**src/rtl/ag32gbd_pkg.sv**
```systemverilog
// ag32gbd frame scanner shared definitions.
// State encoding, default geometry and frame-buffer address width.
package ag32gbd_pkg;

  localparam int DEF_IMG_W = 128;
  localparam int DEF_IMG_H = 112;
  localparam int BUF_AW    = 12;

  localparam logic [2:0] S_IDLE     = 3'd0;
  localparam logic [2:0] S_REQ      = 3'd1;
  localparam logic [2:0] S_WAIT_LOW = 3'd2;
  localparam logic [2:0] S_STORE    = 3'd3;
  localparam logic [2:0] S_NEXT     = 3'd4;
  localparam logic [2:0] S_DONE     = 3'd5;

  typedef struct packed {
    logic [6:0] x;
    logic [6:0] y;
    logic [1:0] val;
  } pixel_t;

endpackage

```
**src/rtl/ag32gbd_frame_scanner_if.sv**
```systemverilog
// Sampler handshake and frame-buffer write bus of the frame scanner.
// master = scanner, slave = sampler / frame buffer side.
interface ag32gbd_frame_scanner_if;
  import ag32gbd_pkg::*;

  logic              SampleStart;
  logic [6:0]        PixelX;
  logic [6:0]        PixelY;
  logic              SampleDone;
  logic [1:0]        SampledValue;
  logic              BufWe;
  logic [BUF_AW-1:0] BufAddr;
  logic [7:0]        BufData;

  modport master (
    output SampleStart, PixelX, PixelY,
    output BufWe, BufAddr, BufData,
    input  SampleDone, SampledValue
  );

  modport slave (
    input  SampleStart, PixelX, PixelY,
    input  BufWe, BufAddr, BufData,
    output SampleDone, SampledValue
  );

endinterface

```
**src/rtl/ag32gbd_pixel_packer.sv**
```systemverilog
// Packs 2-bit pixels into frame-buffer bytes and generates addresses.
// AG32GBD_TILE_FORMAT_EN selects Game Boy 2bpp tile layout over linear.
module ag32gbd_pixel_packer
  import ag32gbd_pkg::*;
#(
  parameter int IMG_W = DEF_IMG_W
) (
  input  logic              sys_clock,
  input  logic              sys_resetn,
  input  logic              clear,
  input  logic              store,
  input  pixel_t            pix,
  output logic              bufWe,
  output logic [BUF_AW-1:0] bufAddr,
  output logic [7:0]        bufData,
  output logic              pending
);

`ifdef AG32GBD_TILE_FORMAT_EN
  logic [6:0]        loSh;
  logic [6:0]        hiSh;
  logic [7:0]        hiHold;
  logic [BUF_AW-1:0] tileRow;
  logic [BUF_AW-1:0] tileAddr;

  assign tileRow = BUF_AW'(pix.y[6:3]) * BUF_AW'(IMG_W / 8)
                 + BUF_AW'(pix.x[6:3]);
  assign tileAddr = (tileRow << 4)
                  + BUF_AW'({pix.y[2:0], 1'b0});

  // hi plane byte follows the lo byte one cycle later
  always_ff @(posedge sys_clock or negedge sys_resetn) begin
    if (!sys_resetn) begin
      loSh    <= '0;
      hiSh    <= '0;
      hiHold  <= '0;
      bufWe   <= 1'b0;
      bufAddr <= '0;
      bufData <= '0;
      pending <= 1'b0;
    end else if (clear) begin
      loSh    <= '0;
      hiSh    <= '0;
      bufWe   <= 1'b0;
      pending <= 1'b0;
    end else if (pending) begin
      bufWe   <= 1'b1;
      bufAddr <= bufAddr + BUF_AW'(1);
      bufData <= hiHold;
      pending <= 1'b0;
    end else if (store) begin
      loSh  <= {loSh[5:0], pix.val[0]};
      hiSh  <= {hiSh[5:0], pix.val[1]};
      bufWe <= (pix.x[2:0] == 3'd7);
      if (pix.x[2:0] == 3'd7) begin
        bufAddr <= tileAddr;
        bufData <= {loSh, pix.val[0]};
        hiHold  <= {hiSh, pix.val[1]};
        pending <= 1'b1;
      end
    end else begin
      bufWe <= 1'b0;
    end
  end
`else
  logic [5:0]        sh;
  logic [BUF_AW-1:0] linAddr;

  assign linAddr = BUF_AW'(pix.y) * BUF_AW'(IMG_W / 4)
                 + BUF_AW'(pix.x[6:2]);
  assign pending = 1'b0;

  always_ff @(posedge sys_clock or negedge sys_resetn) begin
    if (!sys_resetn) begin
      sh      <= '0;
      bufWe   <= 1'b0;
      bufAddr <= '0;
      bufData <= '0;
    end else if (clear) begin
      sh    <= '0;
      bufWe <= 1'b0;
    end else if (store) begin
      sh    <= {sh[3:0], pix.val};
      bufWe <= (pix.x[1:0] == 2'd3);
      if (pix.x[1:0] == 2'd3) begin
        bufAddr <= linAddr;
        bufData <= {sh, pix.val};
      end
    end else begin
      bufWe <= 1'b0;
    end
  end
`endif

endmodule

```
**src/rtl/ag32gbd_frame_scanner.sv**
```systemverilog
// Raster frame scanner: requests one sample per pixel, packs to buffer.
// Optional AG32GBD_TILE_FORMAT_EN selects tile layout in the packer.
module ag32gbd_frame_scanner
  import ag32gbd_pkg::*;
#(
  parameter int IMG_W          = DEF_IMG_W,
  parameter int IMG_H          = DEF_IMG_H,
  parameter int SAMPLE_TIMEOUT = 4095
) (
  input  logic sys_clock,
  input  logic sys_resetn,
  input  logic FrameStart,
  input  logic FrameAbort,
  output logic FrameBusy,
  output logic FrameDone,
  output logic TimeoutFlag,
  ag32gbd_frame_scanner_if.master bus
);

  localparam logic [6:0]  X_LAST  = 7'(IMG_W - 1);
  localparam logic [6:0]  Y_LAST  = 7'(IMG_H - 1);
  localparam logic [15:0] TO_LAST = 16'(SAMPLE_TIMEOUT - 1);

  logic [2:0]        state;
  logic              startQ;
  logic              sampleStart;
  logic [6:0]        pixX;
  logic [6:0]        pixY;
  logic [1:0]        pixVal;
  logic [15:0]       toCnt;
  logic              startAcc;
  logic              abort;
  logic              lastPix;
  logic              pending;
  logic              bufWe;
  logic [BUF_AW-1:0] bufAddr;
  logic [7:0]        bufData;

  assign abort    = FrameAbort && (state != S_IDLE);
  assign startAcc = (state == S_IDLE) && FrameStart
                 && !startQ && !FrameAbort;
  assign lastPix  = (pixX == X_LAST) && (pixY == Y_LAST);

  assign FrameBusy = (state != S_IDLE) && (state != S_DONE);
  assign FrameDone = (state == S_DONE) && !FrameAbort;

  assign bus.SampleStart = sampleStart;
  assign bus.PixelX      = pixX;
  assign bus.PixelY      = pixY;
  assign bus.BufWe       = bufWe;
  assign bus.BufAddr     = bufAddr;
  assign bus.BufData     = bufData;

  always_ff @(posedge sys_clock or negedge sys_resetn) begin
    if (!sys_resetn) begin
      state       <= S_IDLE;
      startQ      <= 1'b0;
      sampleStart <= 1'b0;
      pixX        <= '0;
      pixY        <= '0;
      pixVal      <= '0;
      toCnt       <= '0;
      TimeoutFlag <= 1'b0;
    end else begin
      startQ <= FrameStart;
      if (abort) begin
        state       <= S_IDLE;
        sampleStart <= 1'b0;
      end else begin
        unique case (state)
          S_IDLE: if (startAcc) begin
            state       <= S_REQ;
            sampleStart <= 1'b1;
            pixX        <= '0;
            pixY        <= '0;
            toCnt       <= '0;
            TimeoutFlag <= 1'b0;
          end
          // a silent sampler stores shade 0 and the scan moves on
          S_REQ: if (bus.SampleDone) begin
            pixVal      <= bus.SampledValue;
            sampleStart <= 1'b0;
            state       <= S_WAIT_LOW;
          end else if (toCnt == TO_LAST) begin
            pixVal      <= 2'b00;
            TimeoutFlag <= 1'b1;
            sampleStart <= 1'b0;
            state       <= S_WAIT_LOW;
          end else begin
            toCnt <= toCnt + 16'd1;
          end
          S_WAIT_LOW: if (!bus.SampleDone) state <= S_STORE;
          S_STORE: state <= S_NEXT;
          S_NEXT: if (!pending) begin
            if (lastPix) begin
              state <= S_DONE;
            end else begin
              if (pixX == X_LAST) begin
                pixX <= '0;
                pixY <= pixY + 7'd1;
              end else begin
                pixX <= pixX + 7'd1;
              end
              state       <= S_REQ;
              sampleStart <= 1'b1;
              toCnt       <= '0;
            end
          end
          S_DONE: state <= S_IDLE;
          default: state <= S_IDLE;
        endcase
      end
    end
  end

  ag32gbd_pixel_packer #(
    .IMG_W (IMG_W)
  ) u_packer (
    .sys_clock  (sys_clock),
    .sys_resetn (sys_resetn),
    .clear      (abort || startAcc),
    .store      (state == S_STORE),
    .pix        ('{x: pixX, y: pixY, val: pixVal}),
    .bufWe      (bufWe),
    .bufAddr    (bufAddr),
    .bufData    (bufData),
    .pending    (pending)
  );

endmodule

```
**src/flat_wrapper.sv**
```systemverilog
// flat-port wrapper written by rule: the top's interface ports become plain ports
module ag32gbd_frame_scanner_flat import ag32gbd_pkg::*;
#(
  parameter int IMG_W          = DEF_IMG_W,
  parameter int IMG_H          = DEF_IMG_H,
  parameter int SAMPLE_TIMEOUT = 4095
)
  (sys_clock, sys_resetn, FrameStart, FrameAbort, FrameBusy, FrameDone, TimeoutFlag, bus_SampleStart, bus_PixelX, bus_PixelY, bus_BufWe, bus_BufAddr, bus_BufData, bus_SampleDone, bus_SampledValue);
  ag32gbd_frame_scanner_if bus_i ();
  input  logic sys_clock;
  input  logic sys_resetn;
  input  logic FrameStart;
  input  logic FrameAbort;
  output logic FrameBusy;
  output logic FrameDone;
  output logic TimeoutFlag;
  output wire logic [$bits(bus_i.SampleStart)-1:0] bus_SampleStart;
  output wire logic [$bits(bus_i.PixelX)-1:0] bus_PixelX;
  output wire logic [$bits(bus_i.PixelY)-1:0] bus_PixelY;
  output wire logic [$bits(bus_i.BufWe)-1:0] bus_BufWe;
  output wire logic [$bits(bus_i.BufAddr)-1:0] bus_BufAddr;
  output wire logic [$bits(bus_i.BufData)-1:0] bus_BufData;
  input wire logic [$bits(bus_i.SampleDone)-1:0] bus_SampleDone;
  input wire logic [$bits(bus_i.SampledValue)-1:0] bus_SampledValue;
  assign bus_SampleStart = bus_i.SampleStart;
  assign bus_PixelX = bus_i.PixelX;
  assign bus_PixelY = bus_i.PixelY;
  assign bus_BufWe = bus_i.BufWe;
  assign bus_BufAddr = bus_i.BufAddr;
  assign bus_BufData = bus_i.BufData;
  assign bus_i.SampleDone = bus_SampleDone;
  assign bus_i.SampledValue = bus_SampledValue;
  ag32gbd_frame_scanner #(.IMG_W(IMG_W), .IMG_H(IMG_H), .SAMPLE_TIMEOUT(SAMPLE_TIMEOUT)) u_core (.sys_clock(sys_clock), .sys_resetn(sys_resetn), .FrameStart(FrameStart), .FrameAbort(FrameAbort), .FrameBusy(FrameBusy), .FrameDone(FrameDone), .TimeoutFlag(TimeoutFlag), .bus(bus_i));
endmodule
```
**config.mk**
```make
export PLATFORM = sky130hd
export DESIGN_NAME = ag32gbd_frame_scanner_flat
export DESIGN_NICKNAME = d
export VERILOG_FILES = /design/src/rtl/ag32gbd_pkg.sv /design/src/rtl/ag32gbd_frame_scanner_if.sv /design/src/rtl/ag32gbd_pixel_packer.sv /design/src/rtl/ag32gbd_frame_scanner.sv /design/src/flat_wrapper.sv
export SDC_FILE = /design/constraint.sdc
export NUM_CORES = 1
export LEC_CHECK = 0
export CAP_MARGIN = 20
export CORE_ASPECT_RATIO = 0.7
export CORE_MARGIN = 2
export CORE_UTILIZATION = 50
export CTS_BUF_LIST = sky130_fd_sc_hd__clkbuf_8
export DETAILED_ROUTE_END_ITERATION = 12
export HOLD_SLACK_MARGIN = 0.06
export PLACE_DENSITY_LB_ADDON = 0.2
export SKIP_LAST_GASP = 1
export SYNTH_ARGS = -nofsm -noshare
export SYNTH_HDL_FRONTEND = slang
export SYNTH_SLANG_ARGS = --single-unit
```
**constraint.sdc**
```tcl
create_clock -name sys_clock -period 2.55 [get_ports sys_clock]
set_input_delay 0.51 -clock sys_clock [delete_from_list [all_inputs] [get_ports sys_clock]]
set_output_delay 0.51 -clock sys_clock [all_outputs]
set_load 0.02 [all_outputs]
```
Word level (Yosys, flattened, before mapping) --
Index checks and enable logic that the tools add are counted.
Storage, ports and cells: bits in latches 0, logic and storage cells 99, memories kept 0, flip-flop bits (word level) 65, ROM bits 0, bits in writable memories 0, input port bits 7, output and inout port bits 39
Operators by class: multiply operators 0, bitwise operators 2, reduce and logical (&&, ||, !) cells 26, add/subtract/negate cells 4, $lt $le $gt $ge 0, equal/unequal tests 20, div/mod/pow operators 0, mux-type cells 35, shift-type cells 0
Operator list (number):
- 16-bit 2-to-1 mux | 4
- 16-bit case mux with 3 select lines | 1
- 7-bit 2-to-1 mux | 5
- 7-bit case mux with 2 select lines | 2
- 3-bit 2-to-1 mux | 6
- 16-bit by 1-bit adder with 16-bit output, second input constant | 1
- 16-bit by 12-bit == test with 1-bit output, second input constant | 1
- 3-bit case mux with 5 select lines | 1
- 7-bit by 1-bit adder with 7-bit output, second input constant | 2
- 7-bit == test, second input constant | 2
- 12-bit by 5-bit adder with 12-bit output | 1
- 6-bit 2-to-1 mux | 2
- 1-bit 2-to-1 mux | 10
- 5-bit AND reduction | 2
- 3-bit AND reduction | 3
- 4-bit AND reduction | 2
- 2-bit nonzero test | 4
- 1-bit logical AND | 7
- 3-bit by 2-bit == test with 1-bit output, second input constant | 2
- 3-bit == test, second input constant | 2
- 2-bit by 1-bit inequality test with 1-bit output, second input constant | 3
- 2-bit inequality test, second input constant | 3
- 3-bit by 2-bit inequality test with 1-bit output, second input constant | 2
- 6-bit AND reduction | 1
- 14 further kinds | 18

Longest topological paths before layout --
Gate-level depths: netlist of the first run.
depth in word-level cells 7, mapped depth 8, mapped depth without buffers 7

Modules after synthesis --
Synthesis of the first run repeated with hierarchy kept, for this count alone.
Second synthesis, totals: cell total of the unflattened synthesis 315, area, all modules 3400.8 um2
By module, submodules not included:
- ag32gbd_frame_scanner | cells each 249, sequential area each 950.9 um2, area an instance 2273.4 um2, times used 1
- ag32gbd_pixel_packer | cells each 66, sequential area each 675.6 um2, area an instance 1127.3 um2, times used 1

Least setup slack after synthesis of the first run --
OpenSTA, ideal clock, no wires.
path kind reg-to-reg, from register u_core.pixX[0] (netlist: u_core.bus.PixelX[0]), to register u_core.sampleStart (netlist: u_core.bus.SampleStart), library setup time 0.069 ns, arrival 2.034 ns, stages on the path, launching flop included 7, period minus slack after synthesis 2.103 ns, data required time 2.481 ns, setup slack 0.447 ns, path buffers 0, cells stage by stage dfrtp_1 > ha_1 > nand4_2 > or4_4 > nand2b_4 > a311o_1 > nand3_1
On the way: word-level cells in the longest chain between the ends 4
Ends and longest elaborated chain:
- start, declared | line ag32gbd_frame_scanner.sv:27 | logic [6:0] pixX;
- start signal, assigned | line ag32gbd_frame_scanner.sv:102 | pixX <= pixX + 7'd1;
- 7-bit == test | line ag32gbd_frame_scanner.sv:42 | assign lastPix = (pixX == X_LAST) && (pixY == Y_LAST);
- 1-bit logical AND | line ag32gbd_frame_scanner.sv:42
- 3-bit by 2-bit inequality test with 1-bit output (no source line)
- 4-bit AND reduction (no source line)
- end signal, assigned | line ag32gbd_frame_scanner.sv:58 | sampleStart <= 1'b0;
- end signal, assigned | line ag32gbd_frame_scanner.sv:68 | sampleStart <= 1'b0;
- end signal, assigned | line ag32gbd_frame_scanner.sv:73 | sampleStart <= 1'b1;
- end, declared | line ag32gbd_frame_scanner.sv:26 | logic sampleStart;
No other way between the ends. A chain may end at the register's enable or synchronous reset.

Worst setup path after layout of the first run --
from register u_core.state[0], to output FrameDone
On the way: word-level cells in the longest chain between the ends 2
Ends and longest elaborated chain:
- start, declared | line ag32gbd_frame_scanner.sv:24 | logic [2:0] state;
- start signal, assigned | line ag32gbd_frame_scanner.sv:56 | state <= S_IDLE;
- start signal, assigned | line ag32gbd_frame_scanner.sv:67 | state <= S_IDLE;
- start signal, assigned | line ag32gbd_frame_scanner.sv:72 | state <= S_REQ;
- 3-bit == test | line ag32gbd_frame_scanner.sv:45 | assign FrameDone = (state == S_DONE) && !FrameAbort;
- 1-bit logical AND | line ag32gbd_frame_scanner.sv:45
- end, declared | line flat_wrapper.sv:15 | output logic FrameDone;
No other way between the ends.

==> results.py, run 1 <==
metrics = {
    "synth": {
        "synth_nets": 328,
        "yosysWarnings": 0,
        "muxShareOfSynthArea_pct": 6.88,
        "synth-compound-area-share_pct": 18.9,
        "synth-adder-area-share_pct": 1.53,
        "synth.cell_area_um2": 3280,
        "seq_area_frac_synth_pct": 49.7,
        "synth_xor_area_share_pct": 0.535,
        "synthCells": 317,
        "synth_simple_gate_area_share_pct": 19.5,
        "synth_cell_types": 54,
        "synth_edf_count": 0,
        "syn-mean-instance-area_um2": 10.3,
        "ys.flop_type": "dfrtp_1",
        "synth_top_family_by_area": "simple AND/OR/NAND/NOR gates",
        "ys_async_sr_fraction_pct": 100,
        "ys_seq_elements": 65,
    },
    "cts": {
        "clkLatencyLatePin_ns": 0.35,
        "cts_tree": "built",
        "numCtsBuffers": 9,
        "cts_setup_buffers": 0,
        "clockBufferDepth": 2,
        "cts_hold_buf": 0,
        "htreeDepth": 3,
        "root_buffer": "clkbuf_8",
        "cts_sinks": 65,
        "path_clk_slew_ns": 0.07,
    },
    "routing": {
        "drt_iter0_markers": 266,
        "num_vias": 2789,
        "drc_errors": 0,
        "wl_um": 7840,
        "drt-wirelength-per-cell_um": 17.1,
        "drtPass1Iterations": 5,
        "ant_nets": 0,
        "vias_per_cell": 6.08,
    },
    "placement": {
        "port_buffers": 45,
        "placed_cells": 443,
        "place_congestion": 0.903,
        "dp_slack_ns": 0.0357,
        "dp_hpwl_um": 5620,
    },
    "floorplanning": {
        "num_rows": 24,
        "die_w_um": 101,
        "start_util_pct": 52.2,
        "fp.dieArea_um2": 7230,
        "io-pin-count": 46,
        "die_h_um": 71.7,
        "fp.coreArea_um2": 6280,
    },
    "run_status": {
        "outcome": "finished clean",
    },
    "critical_path": {
        "crit_arrival_ns": 1.90,
        "crit_type": "flop to primary output",
        "startpoint_type": "flop",
        "required_ns": 2.04,
        "endpoint_kind": "primary output",
        "reg2regPathDepth": 7,
        "crit_fanout": 17,
    },
    "layout": {
        "fill_cells": 524,
        "fin_nets": 387,
        "diodes": 0,
        "ff_latch_area_um2": 1630,
        "area_growth_pct": 25.5,
        "multi_input_area_um2": 1550,
        "final_cells": 459,
        "drive_gt1_share_pct": 17.1,
    },
    "sta": {
        "finalHoldViolations": 0,
        "min_period_ns": 2.41,
        "setup_tns_ns": 0,
        "fmax_mhz": 414,
        "relSlewSlack_pct": 54.5,
        "rsz0062_at_grt": "no",
        "fin_worst_skew_ns": 0.00518,
        "worstMarginPinSlew_ns": 0.682,
        "setup_violations": 0,
        "slew_violations": 0,
        "setup_slack_ns": 0.136,
        "fin_crit_sh_pct": 94.7,
    },
    "pwr": {
        "finalPower_mw": 2.63,
        "peakVddDrop_v": 0.000311,
        "powerDensity_nw_per_um2": 639,
        "leakage_nw": 1.83,
    },
    "min_path": {
        "hp-class": "input pin to async pin",
    },
    "job": {
        "maxCapViolCount": 0,
    },
    "grt": {
        "grt_pass1_wl_um": 13300,
        "grt_overflow": 0,
        "grt_usage_pct": 24.0,
        "antenna_found_initial": 0,
        "grt_max_degree": 37,
        "first_global_vias": 2639,
    },
}
[metal layers]
layer | track usage [%] | vias to the layer above | wire, µm
li1 | - | 1317 | -
met1 | 35.2 | 1358 | 3760
met2 | 34.2 | 103 | 3470
met3 | 7.02 | 11 | 516
met4 | 7.76 | 0 | 95
met5 | 0 | - | 0
[state kept, by name, indices dropped and copies added, names as in the netlist, 2 cells and up]
register,count
u_core.bus.PixelX,7
u_core.bus.PixelY,7
u_core.pixVal,2
u_core.state,3
u_core.toCnt,16
u_core.u_packer.bufAddr,12
u_core.u_packer.bufData,8
u_core.u_packer.sh,6
[synth_stat cells (all sizes together), types with 7 or more instances]
cell type  count  area [µm²]
inv            8        30.0
nand4         16         106
a31oi         10        68.8
o31ai         12        90.1
mux2          20         225
nand2         19        71.3
clkbuf         7        26.3
a21oi          8        40.0
a22o           8        70.1
dfrtp         65        1630
nand3         13        65.1
o21ai         36         195
buf            7        42.5
nor2          18        70.1
and2           9        56.3
and3           9        56.3
[layout make-up]
type                    instances  share of cell area, %
repair buffers                 62                   14.6
well taps                      78                   2.37
inverters                       8                  0.731
clock buffers                  10                   3.35
clock inverters                 6                   1.61
multi-input cells             230                   37.7
flip-flops and latches         65                   39.6
[worst max-delay path, stage by stage, from the launching register on]
cell,delay (ns)
dfrtp_2,0.54
nand2b_1,0.20
nor3_1,0.18
clkdlybuf4s50_1,0.63
[cell families after synthesis]
| group | Yosys count |
|---|---|
| DFF | 65 |
| buffers and inverters | 22 |
| AOI/OAI and AO/OA | 91 |
| adders and majority gates | 4 |
| muxes | 20 |
| xor gates and xnor gates | 2 |
| and+or+nand+nor | 113 |
[what timing repair did]
action	in CTS	in global routing
resized for setup	1	1
endpoints found under the setup margin	1	1
pin swaps	0	0
[cells in the final DEF (no fill, tap or decap), types with 5 or more instances in the layout]
cell             instances
a21oi_1                  8
a22o_1                   8
a31oi_1                  9
and2_1                   9
and3_1                   9
buf_4                   15
clkbuf_8                10
clkdlybuf4s50_1         43
dfrtp_1                 64
inv_1                    8
mux2_2                  20
nand2_1                 19
nand2b_1                 5
nand3_1                 13
nand4_1                 15
nor2_1                  17
nor2b_1                  5
nor3_1                   6
o21ai_0                 20
o21ai_1                 14
o31ai_1                 12
[path summary, 6_finish.rpt]
kind	from	endpoint	slack, ns
worst max-delay path	u_core.state[0]	FrameDone	0.14
worst min-delay path	sys_resetn	u_core.u_packer.bufAddr[0]	0.19
worst max register to register	u_core.bus.PixelX[0]	u_core.toCnt[8]	0.26
worst min register to register	u_core.toCnt[9]	u_core.toCnt[9]	0.49
max in group asynchronous	sys_resetn	u_core.state[0]	1.72
min in group sys_clock	u_core.toCnt[9]	u_core.toCnt[9]	0.49
[stage by stage]
stage | hold slack (ns) | cell area (µm²) | utilization [%]
global route | 0.243 | 4110 | 65.5
CTS | 0.201 | 4110 | 65.5
detailed placement | 0.471 | 3900 | 62.2
global placement | 0.466 | 3900 | 62.2
finish | 0.192 | 4110 | 65.5
floorplan | 0.214 | 3280 | -
[power by group]
part	internal, mW	switching [mW]
registers	1.09	0.0882
logic	0.230	0.318
clock network	0.479	0.424
total	1.79	0.830
Note: power is estimated with default switching activity, not from simulation.
==> inputs of run 2 (changes only) <==
- GPL_TIMING_DRIVEN: unset -> 1
- RECOVER_POWER: unset -> 50
==> results.py, run 2 (synthesis gave the netlist of run 1 again) <==
metrics = {
    "run_status": {
        "outcome": "complete, but fails checks",
        "violations": "capacitance limit, slew limit",
    },
    "floorplanning": {
        "num_rows": 24,
        "die_w_um": 101,
        "die_h_um": 71.7,
        "fp.coreArea_um2": 6280,
        "io-pin-count": 46,
        "fp.dieArea_um2": 7230,
        "start_util_pct": 52.2,
    },
    "cts": {
        "cts_sinks": 65,
        "clockBufferDepth": 2,
        "clkLatencyLatePin_ns": 0.35,
        "cts_tree": "built",
        "numCtsBuffers": 9,
        "path_clk_slew_ns": 0.07,
        "htreeDepth": 3,
        "root_buffer": "clkbuf_8",
        "cts_setup_buffers": 0,
    },
    "grt": {
        "first_global_vias": 2639,
        "grt_overflow": 0,
        "grt_pass1_wl_um": 13300,
        "grt_max_degree": 37,
        "antenna_found_initial": 0,
        "grt_usage_pct": 24.0,
    },
    "critical_path": {
        "crit_arrival_ns": 1.91,
        "reg2regPathDepth": 7,
        "crit_type": "flop to primary output",
        "r2r_end": "u_core.toCnt[8]",
        "reg2reg_from": "u_core.bus.PixelX[0]",
        "cpLargestDelayFamily": "buffers and inverters",
        "r2r_setup_slack_ns": 0.26,
        "endpoint_kind": "primary output",
        "required_ns": 2.04,
        "startpoint_type": "flop",
        "slowest_delay_ns": 0.63,
        "cpMaxStageDelayCell": "clkdlybuf4s50_1",
        "path_cells": "nand2b_1 > nor3_1 > clkdlybuf4s50_1",
        "crit_fanout": 17,
        "path_buf_inv": 1,
    },
    "routing": {
        "wl_um": 7840,
        "drtPass1Iterations": 5,
        "vias_per_cell": 6.10,
        "drt_iter0_markers": 214,
        "ant_nets": 0,
        "num_vias": 2802,
        "drc_errors": 0,
        "drt-wirelength-per-cell_um": 17.1,
    },
    "placement": {
        "placed_cells": 443,
        "dp_hpwl_um": 5620,
        "port_buffers": 45,
        "dp_slack_ns": 0.0357,
        "place_congestion": 0.903,
        "post_dp_cell_area_um2": 3900,
    },
    "sta": {
        "worstMarginPinSlew_ns": 1.64,
        "fin_worst_skew_ns": 0.00490,
        "relSlewSlack_pct": -9.09,
        "min_period_ns": 2.42,
        "hold_ws_ns": 0.484,
        "finalHoldViolations": 0,
        "setup_slack_ns": 0.127,
        "slew_violations": 30,
        "fmax_mhz": 413,
        "rsz0062_at_grt": "no",
        "setup_violations": 0,
        "setup_tns_ns": 0,
        "fin_crit_sh_pct": 95.0,
    },
    "layout": {
        "reg.largest.list": "u_core.toCnt: 16 flops, u_core.u_packer.bufAddr: 12 flops, u_core.u_packer.bufData: 8 flops",
        "layout_commonest_cell": "dfrtp_1",
        "final_cell_mix": "dfrtp_1 (64), clkdlybuf4s50_1 (30), o21ai_0 (20), mux2_2 (20), nand2_1 (19)",
        "diodes": 0,
        "fill_cells": 529,
        "multi_input_area_um2": 1550,
        "drive_gt1_share_pct": 16.3,
        "final_core_util_pct": 65.2,
        "largest_register_ffs": 16,
        "ff_latch_area_um2": 1630,
        "design_area_um2": 4090,
        "final_cells": 459,
        "largest_register": "u_core.toCnt",
        "fin_nets": 387,
        "area_growth_pct": 24.8,
    },
    "pwr": {
        "finalPower_mw": 2.62,
        "powerDensity_nw_per_um2": 640,
        "leakage_nw": 1.86,
        "peakVddDrop_v": 0.000312,
    },
    "min_path": {
        "min_to": "u_core.u_packer.bufAddr[9]",
        "hp-start": "u_core.u_packer.bufAddr[9]",
        "whs_path_depth": 2,
        "hp-class": "flop to flop",
    },
    "job": {
        "maxCapViolCount": 1,
    },
}
## run 2: cell count changes in the layout (fill, tap and decap cells not counted), sizes merged
| cell | previous run | this run |
|---|---|---|
| buf | 18 | 15 |
| dlygate4sd3 | 0 | 13 |
| clkbuf | 10 | 13 |
| clkdlybuf4s50 | 43 | 30 |
## run 2: worst max path at each step
| stage | start | to | slack (ns) | cells past startpoint |
|---|---|---|---|---|
| 3_5_place_dp | FrameStart | u_core.toCnt[14] | 0.04 | 6 |
| 2_1_floorplan | u_core.bus.PixelX[0] | u_core.bus.SampleStart | 0.45 | 6 |
| 5_1_grt | u_core.state[0] | FrameDone | 0.01 | 3 |
| 4_1_cts | u_core.state[2] | FrameBusy | 0.08 | 4 |
| 3_3_place_gp | FrameStart | u_core.toCnt[14] | 0.10 | 6 |
| 6_report | u_core.state[0] | FrameDone | 0.13 | 3 |
## run 2: repair_timing
| item | CTS | global route |
|---|---|---|
| cloned | 0 | 0 |
| hold endpoints to repair | 0 | 0 |
| hold buffers | 0 | 0 |
| gates resized for setup | 1 | 1 |
| endpoints found under the setup margin | 1 | 1 |
## run 2: report_power, final
group / internal [mW] / leakage, nW / switching (mW)
combinational: 0.225 / 0.861 / 0.317
sequential: 1.09 / 0.900 / 0.0905
clock: 0.479 / 0.0949 / 0.421
total: 1.79 / 1.86 / 0.829
## run 2: final cells by class
type / count / share of cell area [%]
well taps: 78 / 2.39
flip-flops and latches: 65 / 39.8
clock inverters: 6 / 1.62
repair buffers: 62 / 14.2
multi-input cells: 230 / 37.9
inverters: 8 / 0.734
clock buffers: 10 / 3.37
## run 2: metal layers
| metal | GRT usage, % | part of all wire, % |
|---|---|---|
| met4 | 7.76 | 1.1 |
| met3 | 7.02 | 6.5 |
| met5 | 0 | 0 |
| met1 | 35.2 | 48 |
| met2 | 34.2 | 44 |
## run 2: worst register-to-register path, stage by stage, from the launching register on
cell	delay [ns]
dfrtp_1	0.41
ha_1	0.31
nand4_2	0.19
or4_4	0.62
o21ai_4	0.26
buf_4	0.21
a21oi_1	0.05
a21oi_1	0.17
==> inputs of run 3 (changes only) <==
- CELL_PAD_IN_SITES_DETAIL_PLACEMENT: unset -> 1
- CELL_PAD_IN_SITES_GLOBAL_PLACEMENT: unset -> 2
- CORE_UTILIZATION: 50 -> 36
- SKIP_LAST_GASP: 1 -> unset
==> results.py, run 3 (synthesis gave the netlist of run 1 again) <==
metrics = {
    "run_status": {
        "outcome": "complete, but fails checks",
        "violations": "capacitance limit, slew limit",
    },
    "cts": {
        "cts_tree": "built",
        "htreeDepth": 3,
        "cts_sinks": 65,
        "numCtsBuffers": 9,
        "clockBufferDepth": 2,
        "post_cts_resized": 1,
        "path_clk_slew_ns": 0.08,
        "root_buffer": "clkbuf_8",
        "cts_hold_buf": 0,
        "cts_setup_buffers": 0,
        "clkLatencyLatePin_ns": 0.35,
    },
    "sta": {
        "fmax_mhz": 408,
        "rsz0062_at_grt": "no",
        "slew_violations": 66,
        "fin_worst_skew_ns": 0.00619,
        "relSlewSlack_pct": -9.00,
        "setup_tns_ns": 0,
        "setup_violations": 0,
        "min_period_ns": 2.45,
        "finalHoldViolations": 0,
        "worstMarginPinSlew_ns": 1.63,
        "fin_crit_sh_pct": 96.2,
    },
    "grt": {
        "grt_pass1_wl_um": 15400,
        "grt_use_met1_pct": 28.8,
        "gr-usage-met3_pct": 5.40,
        "grt_usage_pct": 19.8,
        "grt_overflow": 0,
        "antenna_found_initial": 0,
        "use_met2_pct": 29.2,
        "first_global_vias": 2892,
        "busiest_layer": "met2",
        "grt_max_degree": 66,
    },
    "placement": {
        "placed_cells": 490,
        "place_congestion": 0.817,
        "dp_hpwl_um": 6460,
        "port_buffers": 45,
    },
    "layout": {
        "final_cell_mix": "dfrtp_1 (64), clkdlybuf4s50_1 (31), o21ai_0 (20), mux2_2 (20), nand2_1 (19)",
        "largest_register_ffs": 16,
        "final_cells": 506,
        "reg.largest.list": "u_core.toCnt: 16 flops, u_core.u_packer.bufAddr: 12 flops, u_core.u_packer.bufData: 8 flops",
        "multi_input_area_um2": 1550,
        "ff_latch_area_um2": 1630,
        "fin_nets": 388,
        "largest_register": "u_core.toCnt",
        "area_growth_pct": 27.9,
        "drive_gt1_share_pct": 16.8,
        "diodes": 0,
        "layout_commonest_cell": "dfrtp_1",
        "fill_cells": 1053,
    },
    "floorplanning": {
        "die_h_um": 83.8,
        "die_w_um": 118,
        "fp.dieArea_um2": 9890,
        "num_rows": 29,
        "start_util_pct": 36.5,
        "io-pin-count": 46,
        "fp.coreArea_um2": 8960,
    },
    "critical_path": {
        "startpoint_type": "input pin",
        "required_ns": 2.04,
        "path_cells": "dlygate4sd3_1 > nor3_1 > clkdlybuf4s50_1",
        "crit_fanout": 2,
        "crit_arrival_ns": 1.94,
        "crit_type": "input pin to primary output",
        "cpMaxStageDelayCell": "clkdlybuf4s50_1",
        "cpLargestDelayFamily": "buffers and inverters",
        "endpoint_kind": "primary output",
        "slowest_delay_ns": 0.64,
        "path_buf_inv": 2,
    },
    "routing": {
        "drc_errors": 0,
        "wl_um": 9120,
        "drt_iter0_markers": 94,
        "num_vias": 2773,
        "ant_nets": 0,
        "drtPass1Iterations": 4,
        "vias_per_cell": 5.48,
        "drt-wirelength-per-cell_um": 18.0,
    },
    "pwr": {
        "leakage_nw": 1.88,
        "finalPower_mw": 2.84,
        "powerDensity_nw_per_um2": 678,
        "peakVddDrop_v": 0.000295,
    },
    "min_path": {
        "hp-class": "flop to flop",
    },
    "job": {
        "maxCapViolCount": 1,
    },
}
-- run 3: path summary, 6_finish.rpt --
path / slack, ns / cells past startpoint / endpoint / from
setup reg to reg: 0.23 / 6 / u_core.bus.PixelY[6] / u_core.bus.PixelX[0]
min in group asynchronous: 0.67 / 2 / u_core.u_packer.bufAddr[11] / sys_resetn
hold / removal: 0.48 / 1 / u_core.toCnt[9] / u_core.toCnt[9]
hold reg to reg: 0.48 / 1 / u_core.toCnt[9] / u_core.toCnt[9]
setup / recovery: 0.1 / 3 / FrameDone / FrameAbort
max in group asynchronous: 0.81 / 2 / u_core.state[0] / sys_resetn
-- run 3: worst register-to-register path, delay by kind of cell (launching register included) --
kind / cells / cell delay [ns]
adder cells (fa/ha/maj): 1 / 0.30
AND/OR/NAND/NOR: 4 / 1.27
flip-flops: 1 / 0.41
AO/OA/AOI/OAI: 1 / 0.22
-- run 3: routing by layer --
metal  share of wire [%]  vias to the layer above
met1                  51                     1404
met2                  44                       49
li1                    -                     1315
met4                0.71                        0
met5                   0                        -
met3                 4.1                        5
-- run 3: cell type report --
type / instances / share of cell area, %
Clock inverter: 7 / 2.84
Multi-Input combinational cell: 230 / 37.0
Timing Repair Buffer: 63 / 13.9
Sequential cell: 65 / 38.9
Clock buffer: 9 / 2.96
Inverter: 8 / 0.717
Tap cell: 124 / 3.70
-- run 3: stage by stage --
step / instance area, µm² / utilization (%) / setup slack [ns] / hold WS, ns
2_1_floorplan: 3280 / - / 0.447 / 0.214
3_3_place_gp: 3970 / 44.3 / 0.103 / 0.469
3_5_place_dp: 3970 / 44.3 / 0.0397 / 0.467
4_1_cts: 4210 / 47.0 / 0.0578 / 0.182
5_1_grt: 4190 / 46.7 / 0.00504 / 0.516
6_report: 4190 / 46.7 / 0.0968 / 0.478
-- run 3: where the power goes --
group	switching [mW]	internal [mW]	total, mW
Combinational	0.342	0.233	0.576
Sequential	0.0818	1.09	1.17
Clock	0.446	0.651	1.10
